`src/rtl/mem_port_arbiter_pkg.sv`:
```
// Shared types and widths for the memory port arbiter.
package mem_arb_pkg;

    localparam int unsigned ADDR_W   = 32;
    localparam int unsigned DATA_W   = 32;
    localparam int unsigned STRB_W   = 4;
    localparam int unsigned STARVE_W = 4;

    typedef enum logic [1:0] {
        ST_IDLE = 2'd0,
        ST_BUSY = 2'd1,
        ST_RESP = 2'd2
    } state_t;

    typedef enum logic [1:0] {
        OWN_NONE = 2'd0,
        OWN_IF   = 2'd1,
        OWN_DATA = 2'd2
    } owner_t;

    // Request captured at acceptance and held on the memory port.
    typedef struct packed {
        logic [ADDR_W-1:0] addr;
        logic [DATA_W-1:0] wdata;
        logic [STRB_W-1:0] wstrb;
        logic              instr;
        logic              wr;
    } mem_req_t;

endpackage

```
`src/rtl/mem_port_arbiter_if.sv`:
```
// Requester and memory-side signals of the shared memory port.
interface mem_port_arbiter_if;
    import mem_arb_pkg::*;

    logic              if_req_valid;
    logic [ADDR_W-1:0] if_req_addr;
    logic              if_req_ready;
    logic              if_rsp_valid;
    logic [DATA_W-1:0] if_rsp_data;
    logic              if_rsp_err;

    logic              d_rden;
    logic              d_wren;
    logic [ADDR_W-1:0] d_addr;
    logic [DATA_W-1:0] d_wdata;
    logic [STRB_W-1:0] d_wstrb;
    logic              d_req_ready;
    logic              d_rsp_valid;
    logic [DATA_W-1:0] d_rsp_rdata;
    logic              d_rsp_err;

    logic              mem_valid;
    logic              mem_instr;
    logic [ADDR_W-1:0] mem_addr;
    logic [DATA_W-1:0] mem_wdata;
    logic [STRB_W-1:0] mem_wstrb;
    logic              mem_ready;
    logic [DATA_W-1:0] mem_rdata;

    logic              busy;

    // Arbiter view.
    modport master (
        input  if_req_valid, if_req_addr,
        output if_req_ready, if_rsp_valid, if_rsp_data, if_rsp_err,
        input  d_rden, d_wren, d_addr, d_wdata, d_wstrb,
        output d_req_ready, d_rsp_valid, d_rsp_rdata, d_rsp_err,
        output mem_valid, mem_instr, mem_addr, mem_wdata, mem_wstrb,
        input  mem_ready, mem_rdata,
        output busy
    );

    // Requester/memory environment view.
    modport slave (
        output if_req_valid, if_req_addr,
        input  if_req_ready, if_rsp_valid, if_rsp_data, if_rsp_err,
        output d_rden, d_wren, d_addr, d_wdata, d_wstrb,
        input  d_req_ready, d_rsp_valid, d_rsp_rdata, d_rsp_err,
        input  mem_valid, mem_instr, mem_addr, mem_wdata, mem_wstrb,
        output mem_ready, mem_rdata,
        input  busy
    );

endinterface

```
`src/rtl/mem_port_arbiter_prio.sv`:
```
// DATA-priority selection with a starvation guard for instruction fetch.
module mem_arb_prio
    import mem_arb_pkg::*;
#(
    parameter int unsigned STARVE_LIMIT = 4
) (
    input  logic clk,
    input  logic rst,
    input  logic idle,
    input  logic if_req,
    input  logic d_req,
    output logic sel_data_c,
    output logic grant_if_c,
    output logic grant_d_c
);

    localparam logic [STARVE_W-1:0] LIMIT = STARVE_W'(STARVE_LIMIT);

    logic [STARVE_W-1:0] starve_cnt;

    // DATA wins unless fetch has waited through LIMIT data grants.
    always_comb begin
        sel_data_c = d_req && !(if_req && (starve_cnt == LIMIT));
        grant_d_c  = idle && d_req && sel_data_c;
        grant_if_c = idle && if_req && !sel_data_c;
    end

    // Count data grants that overtook a pending fetch, saturating at LIMIT.
    always_ff @(posedge clk or posedge rst) begin
        if (rst) begin
            starve_cnt <= '0;
        end else if (grant_if_c || (idle && !if_req)) begin
            starve_cnt <= '0;
        end else if (grant_d_c && if_req && (starve_cnt < LIMIT)) begin
            starve_cnt <= starve_cnt + STARVE_W'(1);
        end
    end

endmodule

```
`src/rtl/mem_port_arbiter.sv`:
```
// Shares one valid/ready memory port between fetch and load/store.
module mem_port_arbiter
    import mem_arb_pkg::*;
#(
    parameter int unsigned STARVE_LIMIT   = 4,
    parameter int unsigned TIMEOUT_CYCLES = 0
) (
    input  logic                clk,
    input  logic                rst,
    mem_port_arbiter_if.master  bus
);

    localparam int unsigned    TMO_W    = (TIMEOUT_CYCLES < 2) ? 1 : $clog2(TIMEOUT_CYCLES + 1);
    localparam logic [TMO_W-1:0] TMO_LAST =
        TMO_W'((TIMEOUT_CYCLES == 0) ? 32'd0 : TIMEOUT_CYCLES - 32'd1);
    localparam bit             TMO_EN   = (TIMEOUT_CYCLES != 0);

    state_t            state_q, state_n;
    owner_t            owner_q, owner_n;
    mem_req_t          req_q, req_n;
    logic [TMO_W-1:0]  tmo_cnt;
    logic              accept, done_ok, done_tmo;
    logic [DATA_W-1:0] rsp_data_n;

    logic              idle, d_req;
    logic              sel_data_c, grant_if_c, grant_d_c;

    logic              mem_valid_q, busy_q;
    logic              if_rsp_valid_q, if_rsp_err_q, d_rsp_valid_q, d_rsp_err_q;
    logic [DATA_W-1:0] if_rsp_data_q, d_rsp_rdata_q;

    assign idle  = (state_q == ST_IDLE);
    assign d_req = bus.d_rden | bus.d_wren;

    mem_arb_prio #(
        .STARVE_LIMIT (STARVE_LIMIT)
    ) u_prio (
        .clk        (clk),
        .rst        (rst),
        .idle       (idle),
        .if_req     (bus.if_req_valid),
        .d_req      (d_req),
        .sel_data_c (sel_data_c),
        .grant_if_c (grant_if_c),
        .grant_d_c  (grant_d_c)
    );

    // State register.
    always_ff @(posedge clk or posedge rst) begin
        if (rst) begin
            state_q <= ST_IDLE;
            owner_q <= OWN_NONE;
            req_q   <= '0;
        end else begin
            state_q <= state_n;
            owner_q <= owner_n;
            req_q   <= req_n;
        end
    end

    // Next state, request capture and completion qualifiers.
    always_comb begin
        state_n    = state_q;
        owner_n    = owner_q;
        req_n      = req_q;
        accept     = 1'b0;
        done_ok    = 1'b0;
        done_tmo   = 1'b0;
        rsp_data_n = '0;

        case (state_q)
            ST_IDLE: begin
                if (grant_d_c) begin
                    // A simultaneous read and write is issued as the write.
                    accept      = 1'b1;
                    state_n     = ST_BUSY;
                    owner_n     = OWN_DATA;
                    req_n.addr  = bus.d_addr;
                    req_n.wdata = bus.d_wren ? bus.d_wdata : '0;
                    req_n.wstrb = bus.d_wren ? bus.d_wstrb : '0;
                    req_n.instr = 1'b0;
                    req_n.wr    = bus.d_wren;
                end else if (grant_if_c) begin
                    accept      = 1'b1;
                    state_n     = ST_BUSY;
                    owner_n     = OWN_IF;
                    req_n.addr  = bus.if_req_addr;
                    req_n.wdata = '0;
                    req_n.wstrb = '0;
                    req_n.instr = 1'b1;
                    req_n.wr    = 1'b0;
                end
            end
            ST_BUSY: begin
                if (bus.mem_ready) begin
                    done_ok    = 1'b1;
                    state_n    = ST_RESP;
                    rsp_data_n = req_q.wr ? '0 : bus.mem_rdata;
                end else if (TMO_EN && (tmo_cnt == TMO_LAST)) begin
                    done_tmo = 1'b1;
                    state_n  = ST_RESP;
                end
            end
            ST_RESP: begin
                state_n = ST_IDLE;
                owner_n = OWN_NONE;
            end
            default: begin
                state_n = ST_IDLE;
                owner_n = OWN_NONE;
            end
        endcase
    end

    // Counts BUSY cycles since acceptance for the response timeout.
    always_ff @(posedge clk or posedge rst) begin
        if (rst) begin
            tmo_cnt <= '0;
        end else if (accept) begin
            tmo_cnt <= '0;
        end else if (state_q == ST_BUSY) begin
            tmo_cnt <= tmo_cnt + TMO_W'(1);
        end
    end

    // Registered port status and one-cycle response pulses.
    always_ff @(posedge clk or posedge rst) begin
        if (rst) begin
            mem_valid_q    <= 1'b0;
            busy_q         <= 1'b0;
            if_rsp_valid_q <= 1'b0;
            if_rsp_err_q   <= 1'b0;
            if_rsp_data_q  <= '0;
            d_rsp_valid_q  <= 1'b0;
            d_rsp_err_q    <= 1'b0;
            d_rsp_rdata_q  <= '0;
        end else begin
            mem_valid_q    <= (state_n == ST_BUSY);
            busy_q         <= (state_n != ST_IDLE);
            if_rsp_valid_q <= (done_ok | done_tmo) && (owner_q == OWN_IF);
            if_rsp_err_q   <= done_tmo && (owner_q == OWN_IF);
            if_rsp_data_q  <= (owner_q == OWN_IF) ? rsp_data_n : '0;
            d_rsp_valid_q  <= (done_ok | done_tmo) && (owner_q == OWN_DATA);
            d_rsp_err_q    <= done_tmo && (owner_q == OWN_DATA);
            d_rsp_rdata_q  <= (owner_q == OWN_DATA) ? rsp_data_n : '0;
        end
    end

    assign bus.if_req_ready = grant_if_c;
    assign bus.d_req_ready  = grant_d_c;
    assign bus.if_rsp_valid = if_rsp_valid_q;
    assign bus.if_rsp_data  = if_rsp_data_q;
    assign bus.if_rsp_err   = if_rsp_err_q;
    assign bus.d_rsp_valid  = d_rsp_valid_q;
    assign bus.d_rsp_rdata  = d_rsp_rdata_q;
    assign bus.d_rsp_err    = d_rsp_err_q;
    assign bus.mem_valid    = mem_valid_q;
    assign bus.mem_instr    = req_q.instr;
    assign bus.mem_addr     = req_q.addr;
    assign bus.mem_wdata    = req_q.wdata;
    assign bus.mem_wstrb    = req_q.wstrb;
    assign bus.busy         = busy_q;

endmodule

```
`src/flat_wrapper.sv`:
```
// flat-port wrapper written by rule: the top's interface ports become plain ports
module mem_port_arbiter_flat import mem_arb_pkg::*;
#(
    parameter int unsigned STARVE_LIMIT   = 4,
    parameter int unsigned TIMEOUT_CYCLES = 0
)
  (clk, rst, bus_if_req_valid, bus_if_req_addr, bus_if_req_ready, bus_if_rsp_valid, bus_if_rsp_data, bus_if_rsp_err, bus_d_rden, bus_d_wren, bus_d_addr, bus_d_wdata, bus_d_wstrb, bus_d_req_ready, bus_d_rsp_valid, bus_d_rsp_rdata, bus_d_rsp_err, bus_mem_valid, bus_mem_instr, bus_mem_addr, bus_mem_wdata, bus_mem_wstrb, bus_mem_ready, bus_mem_rdata, bus_busy);
  mem_port_arbiter_if bus_i ();
  input  logic clk;
  input  logic rst;
  input wire logic [$bits(bus_i.if_req_valid)-1:0] bus_if_req_valid;
  input wire logic [$bits(bus_i.if_req_addr)-1:0] bus_if_req_addr;
  output wire logic [$bits(bus_i.if_req_ready)-1:0] bus_if_req_ready;
  output wire logic [$bits(bus_i.if_rsp_valid)-1:0] bus_if_rsp_valid;
  output wire logic [$bits(bus_i.if_rsp_data)-1:0] bus_if_rsp_data;
  output wire logic [$bits(bus_i.if_rsp_err)-1:0] bus_if_rsp_err;
  input wire logic [$bits(bus_i.d_rden)-1:0] bus_d_rden;
  input wire logic [$bits(bus_i.d_wren)-1:0] bus_d_wren;
  input wire logic [$bits(bus_i.d_addr)-1:0] bus_d_addr;
  input wire logic [$bits(bus_i.d_wdata)-1:0] bus_d_wdata;
  input wire logic [$bits(bus_i.d_wstrb)-1:0] bus_d_wstrb;
  output wire logic [$bits(bus_i.d_req_ready)-1:0] bus_d_req_ready;
  output wire logic [$bits(bus_i.d_rsp_valid)-1:0] bus_d_rsp_valid;
  output wire logic [$bits(bus_i.d_rsp_rdata)-1:0] bus_d_rsp_rdata;
  output wire logic [$bits(bus_i.d_rsp_err)-1:0] bus_d_rsp_err;
  output wire logic [$bits(bus_i.mem_valid)-1:0] bus_mem_valid;
  output wire logic [$bits(bus_i.mem_instr)-1:0] bus_mem_instr;
  output wire logic [$bits(bus_i.mem_addr)-1:0] bus_mem_addr;
  output wire logic [$bits(bus_i.mem_wdata)-1:0] bus_mem_wdata;
  output wire logic [$bits(bus_i.mem_wstrb)-1:0] bus_mem_wstrb;
  input wire logic [$bits(bus_i.mem_ready)-1:0] bus_mem_ready;
  input wire logic [$bits(bus_i.mem_rdata)-1:0] bus_mem_rdata;
  output wire logic [$bits(bus_i.busy)-1:0] bus_busy;
  assign bus_i.if_req_valid = bus_if_req_valid;
  assign bus_i.if_req_addr = bus_if_req_addr;
  assign bus_if_req_ready = bus_i.if_req_ready;
  assign bus_if_rsp_valid = bus_i.if_rsp_valid;
  assign bus_if_rsp_data = bus_i.if_rsp_data;
  assign bus_if_rsp_err = bus_i.if_rsp_err;
  assign bus_i.d_rden = bus_d_rden;
  assign bus_i.d_wren = bus_d_wren;
  assign bus_i.d_addr = bus_d_addr;
  assign bus_i.d_wdata = bus_d_wdata;
  assign bus_i.d_wstrb = bus_d_wstrb;
  assign bus_d_req_ready = bus_i.d_req_ready;
  assign bus_d_rsp_valid = bus_i.d_rsp_valid;
  assign bus_d_rsp_rdata = bus_i.d_rsp_rdata;
  assign bus_d_rsp_err = bus_i.d_rsp_err;
  assign bus_mem_valid = bus_i.mem_valid;
  assign bus_mem_instr = bus_i.mem_instr;
  assign bus_mem_addr = bus_i.mem_addr;
  assign bus_mem_wdata = bus_i.mem_wdata;
  assign bus_mem_wstrb = bus_i.mem_wstrb;
  assign bus_i.mem_ready = bus_mem_ready;
  assign bus_i.mem_rdata = bus_mem_rdata;
  assign bus_busy = bus_i.busy;
  mem_port_arbiter #(.STARVE_LIMIT(STARVE_LIMIT), .TIMEOUT_CYCLES(TIMEOUT_CYCLES)) u_core (.clk(clk), .rst(rst), .bus(bus_i));
endmodule
```
`config.mk`:
```
export PLATFORM = sky130hd
export DESIGN_NAME = mem_port_arbiter_flat
export DESIGN_NICKNAME = d
export VERILOG_FILES = /design/src/rtl/mem_port_arbiter_pkg.sv /design/src/rtl/mem_port_arbiter_if.sv /design/src/rtl/mem_port_arbiter_prio.sv /design/src/rtl/mem_port_arbiter.sv /design/src/flat_wrapper.sv
export SDC_FILE = /design/constraint.sdc
export NUM_CORES = 1
export LEC_CHECK = 0
export BUFFER_PORTS_ARGS = -buffer_cell sky130_fd_sc_hd__buf_4
export CAP_MARGIN = 25
export CORE_AREA = 2 2 125 176
export CTS_CLUSTER_DIAMETER = 150
export CTS_CLUSTER_SIZE = 40
export DETAILED_ROUTE_END_ITERATION = 8
export DIE_AREA = 0 0 127 178
export HOLD_SLACK_MARGIN = 0.02
export MAX_ROUTING_LAYER = met4
export PLACE_DENSITY = 0.52
export SLEW_MARGIN = 5
export SYNTH_ARGS = -nofsm -noshare
export SYNTH_HDL_FRONTEND = slang
export SYNTH_SLANG_ARGS = --single-unit
```
`constraint.sdc`:
```
create_clock -name clk -period 13.62 [get_ports clk]
set_input_delay 1.362 -clock clk [delete_from_list [all_inputs] [get_ports clk]]
set_output_delay 1.362 -clock clk [all_outputs]
set_load 0.01 [all_outputs]
```
==> impl_metrics.py <==
metrics = {
    "run_status": {
        "outcome": "finished clean",
    },
    "worst_setup_path": {
        "worstReg2RegStart": "u_core.state_q[1]$_DFF_PP0_",
        "crit_arrival_ns": 2.54,
        "cp-end-kind": "primary output",
        "slowest_stage": "or2_2",
        "worstSetupStartpointType": "input pin",
        "path_class": "in -> out",
        "startpoint": "bus_d_wren",
        "max_stage_delay_ns": 0.57,
        "path_cells": "buf_4 -> or2_2 -> a21oi_1 -> buf_4",
        "path_common_cell": "buf_4",
        "required_ns": 12.26,
        "critPathMaxFanout": 37,
    },
    "die": {
        "die_h_um": 178,
        "rows": 63,
        "core_area_um2": 21000,
        "num_io_pins": 279,
        "start_util_pct": 29.6,
        "fp.dieArea_um2": 22600,
        "die_w_um": 127,
    },
    "placement": {
        "placed_cells": 972,
        "place_congestion": 0.761,
        "pre_cts_ws_ns": 9.31,
        "place_area_um2": 7990,
        "place_hpwl_um": 12400,
        "io_buffers": 276,
    },
    "cts": {
        "htree_levels": 4,
        "cts_sinks": 146,
        "clock_path_buffers": 2,
        "cts_resized": 0,
        "cts_hold_buf": 0,
        "cts_made_buffers": 17,
        "cts_tree": "yes",
        "cts.clk_slew.worst_paths_ns": 0.06,
        "post_cts_buffers": 0,
        "insertion_delay_ns": 0.41,
        "cts-root-buf": "clkbuf_16",
    },
    "synthesis": {
        "ys_warn_count": 0,
        "synth_area_leaders": "dfrtp_1, buf_4, and2_1",
        "synth_top_area_share_pct": 58.8,
        "synthArstFlopShare_pct": 100,
        "synth_cell_types": 40,
        "ys_seq_area_share_pct": 58.8,
        "syn-instance-count": 540,
        "synth_edf_count": 0,
        "netlist.top_cell.by_area": "dfrtp_1",
        "synth-seq-cells": 146,
        "synth_commonest_cells": "dfrtp_1, buf_4, and2_1",
        "synth_flop_cell": "dfrtp_1",
        "yosysMostFrequentCell": "dfrtp_1",
        "netlist_area_um2": 6210,
        "avgSynthCellArea_um2": 11.5,
    },
    "sta": {
        "period_share_pct": 28.6,
        "hold_slack_ns": 0.506,
        "fin_setup_tns_ns": 0,
        "worst-slew-pin-transition_ns": 0.840,
        "grt_setup_unrepaired": "no",
        "setup_viol": 0,
        "setup_ws_ns": 9.72,
        "slew_headroom_pct": 44.0,
        "fmax_mhz": 256,
        "final_hold_viol_count": 0,
        "fin_worst_skew_ns": 0.0108,
        "period_minus_slack_ns": 3.90,
        "final_max_slew_viol_count": 0,
    },
    "drt": {
        "drtIter0Drc": 223,
        "drtAntennaViolNets": 0,
        "wirelength_um": 17800,
        "routedWlPerCell_um": 17.7,
        "firstDrtPassIters": 4,
        "avgViaCountPerCell": 4.76,
        "drcViolationCount": 0,
        "vias": 4788,
    },
    "power_and_ir_drop": {
        "leakagePower_nw": 4.34,
        "power_density_nw_per_um2": 176,
        "vdd_drop_max_uv": 81.1,
        "total_power_mw": 1.53,
    },
    "layout": {
        "antenna_cells": 0,
        "layout-drive-gt1-share_pct": 44.1,
        "postLayoutCellArea_um2": 8650,
        "syn_to_final_growth_pct": 39.4,
        "final_util_pct": 41.3,
        "layoutNonFillerInstCount": 1006,
        "fill_cells": 2063,
        "nets": 873,
    },
    "grt": {
        "first_global_vias": 5027,
        "track_usage_pct": 15.9,
        "grt-ovfl-total": 0,
        "grt_max_degree": 95,
        "antenna_found_initial": 0,
        "grt_first_pass_wirelength_um": 27200,
    },
    "hold_path": {
        "hold_path_class": "reg -> reg",
        "worstHoldStart": "u_core.bus.mem_wstrb[0]$_DFFE_PP0P_",
    },
    "flow_run": {
        "drv_cap": 0,
    },
}
## critical path, delay by kind of cell
kind	cells	cell delay, ns
buffers and inverters	2	0.28
AO/OA/AOI/OAI	1	0.31
AND/OR/NAND/NOR	1	0.57
## final cells by class
type / instances / area [um^2] / area share, %
Sequential cell: 146 / 3650 / 42.2
Timing Repair Buffer: 287 / 2190 / 25.3
Multi-Input combinational cell: 275 / 1820 / 21.1
Clock buffer: 19 / 433 / 5.00
Tap cell: 260 / 325 / 3.76
Clock inverter: 13 / 200 / 2.31
Inverter: 6 / 27.5 / 0.318
## power by group
part / total [mW] / switching (mW) / internal [mW]
clock network: 0.503 / 0.192 / 0.312
registers: 0.595 / 0.0630 / 0.532
logic: 0.428 / 0.210 / 0.219
total: 1.53 / 0.464 / 1.06
## cells in the final DEF (no fill, tap or decap), types with 2 or more instances in the layout
cell type     n
buf_4       283
dfrtp_1     146
and2_1       65
a21oi_1      36
a22o_1       36
a31oi_1      33
o31ai_1      32
nand3_1      32
clkbuf_16    17
nor2_1        6
inv_1         5
inv_6         4
bufinv_16     4
clkinvlp_4    3
buf_8         3
nor2_2        2
or2_2         2
nor3_1        2
nand3b_1      2
a211oi_1      2
nand2b_1      2
nor3_4        2
ha_1          2
conb_1        2
clkbuf_1      2
inv_8         2
## logic make-up (layout without fill, tap and decap cells)
kind of cell	after synthesis	in the layout	share of synthesized area [%]
AO/OA/AOI/OAI	145	145	16.3
adder cells (fa/ha/maj)	2	2	0.403
buffers and inverters	120	325	12.1
flip-flops	146	146	58.8
multiplexers	1	1	0.181
other	1	2	0.0604
AND/OR/NAND/NOR	125	125	12.2
## per-layer routing
layer	GRT usage [%]	routed length, um	vias up
met5	-	0	-
met4	5.68	395	0
met3	4.62	1090	19
met2	26.1	9430	184
met1	18.7	6910	2372
li1	-	-	2213
## worst paths after layout
| kind | end | slack (ns) | cells past startpoint |
|---|---|---|---|
| setup / recovery | bus_if_req_ready | 9.72 | 4 |
| hold / removal | u_core.bus.mem_wstrb[0]$_DFFE_PP0P_ | 0.51 | 1 |
| setup reg to reg | u_core.bus.mem_wdata[29]$_DFFE_PP0P_ | 11.58 | 4 |
| hold reg to reg | u_core.bus.mem_wstrb[0]$_DFFE_PP0P_ | 0.51 | 1 |
| max in group asynchronous | u_core.owner_q[1]$_DFFE_PP0P_ | 11.24 | 3 |
| min in group asynchronous | u_core.bus.d_rsp_rdata[3]$_DFF_PP0_ | 1.14 | 2 |
## state kept, by name, indices dropped and copies added, names as in the netlist
signal / cells
u_core.bus.d_rsp_rdata: 32
u_core.bus.mem_valid: 1
u_core.bus.mem_wstrb: 4
u_core.bus.mem_wdata: 32
u_core.bus.mem_addr: 32
u_core.bus.if_rsp_data: 32
u_core.req_q: 1
u_core.bus.if_rsp_valid: 1
u_core.state_q: 2
u_core.u_prio.starve_cnt: 4
u_core.owner_q: 2
u_core.bus.busy: 1
u_core.bus.d_rsp_valid: 1
u_core.bus.mem_instr: 1
Note: power is estimated with default switching activity, not from simulation.
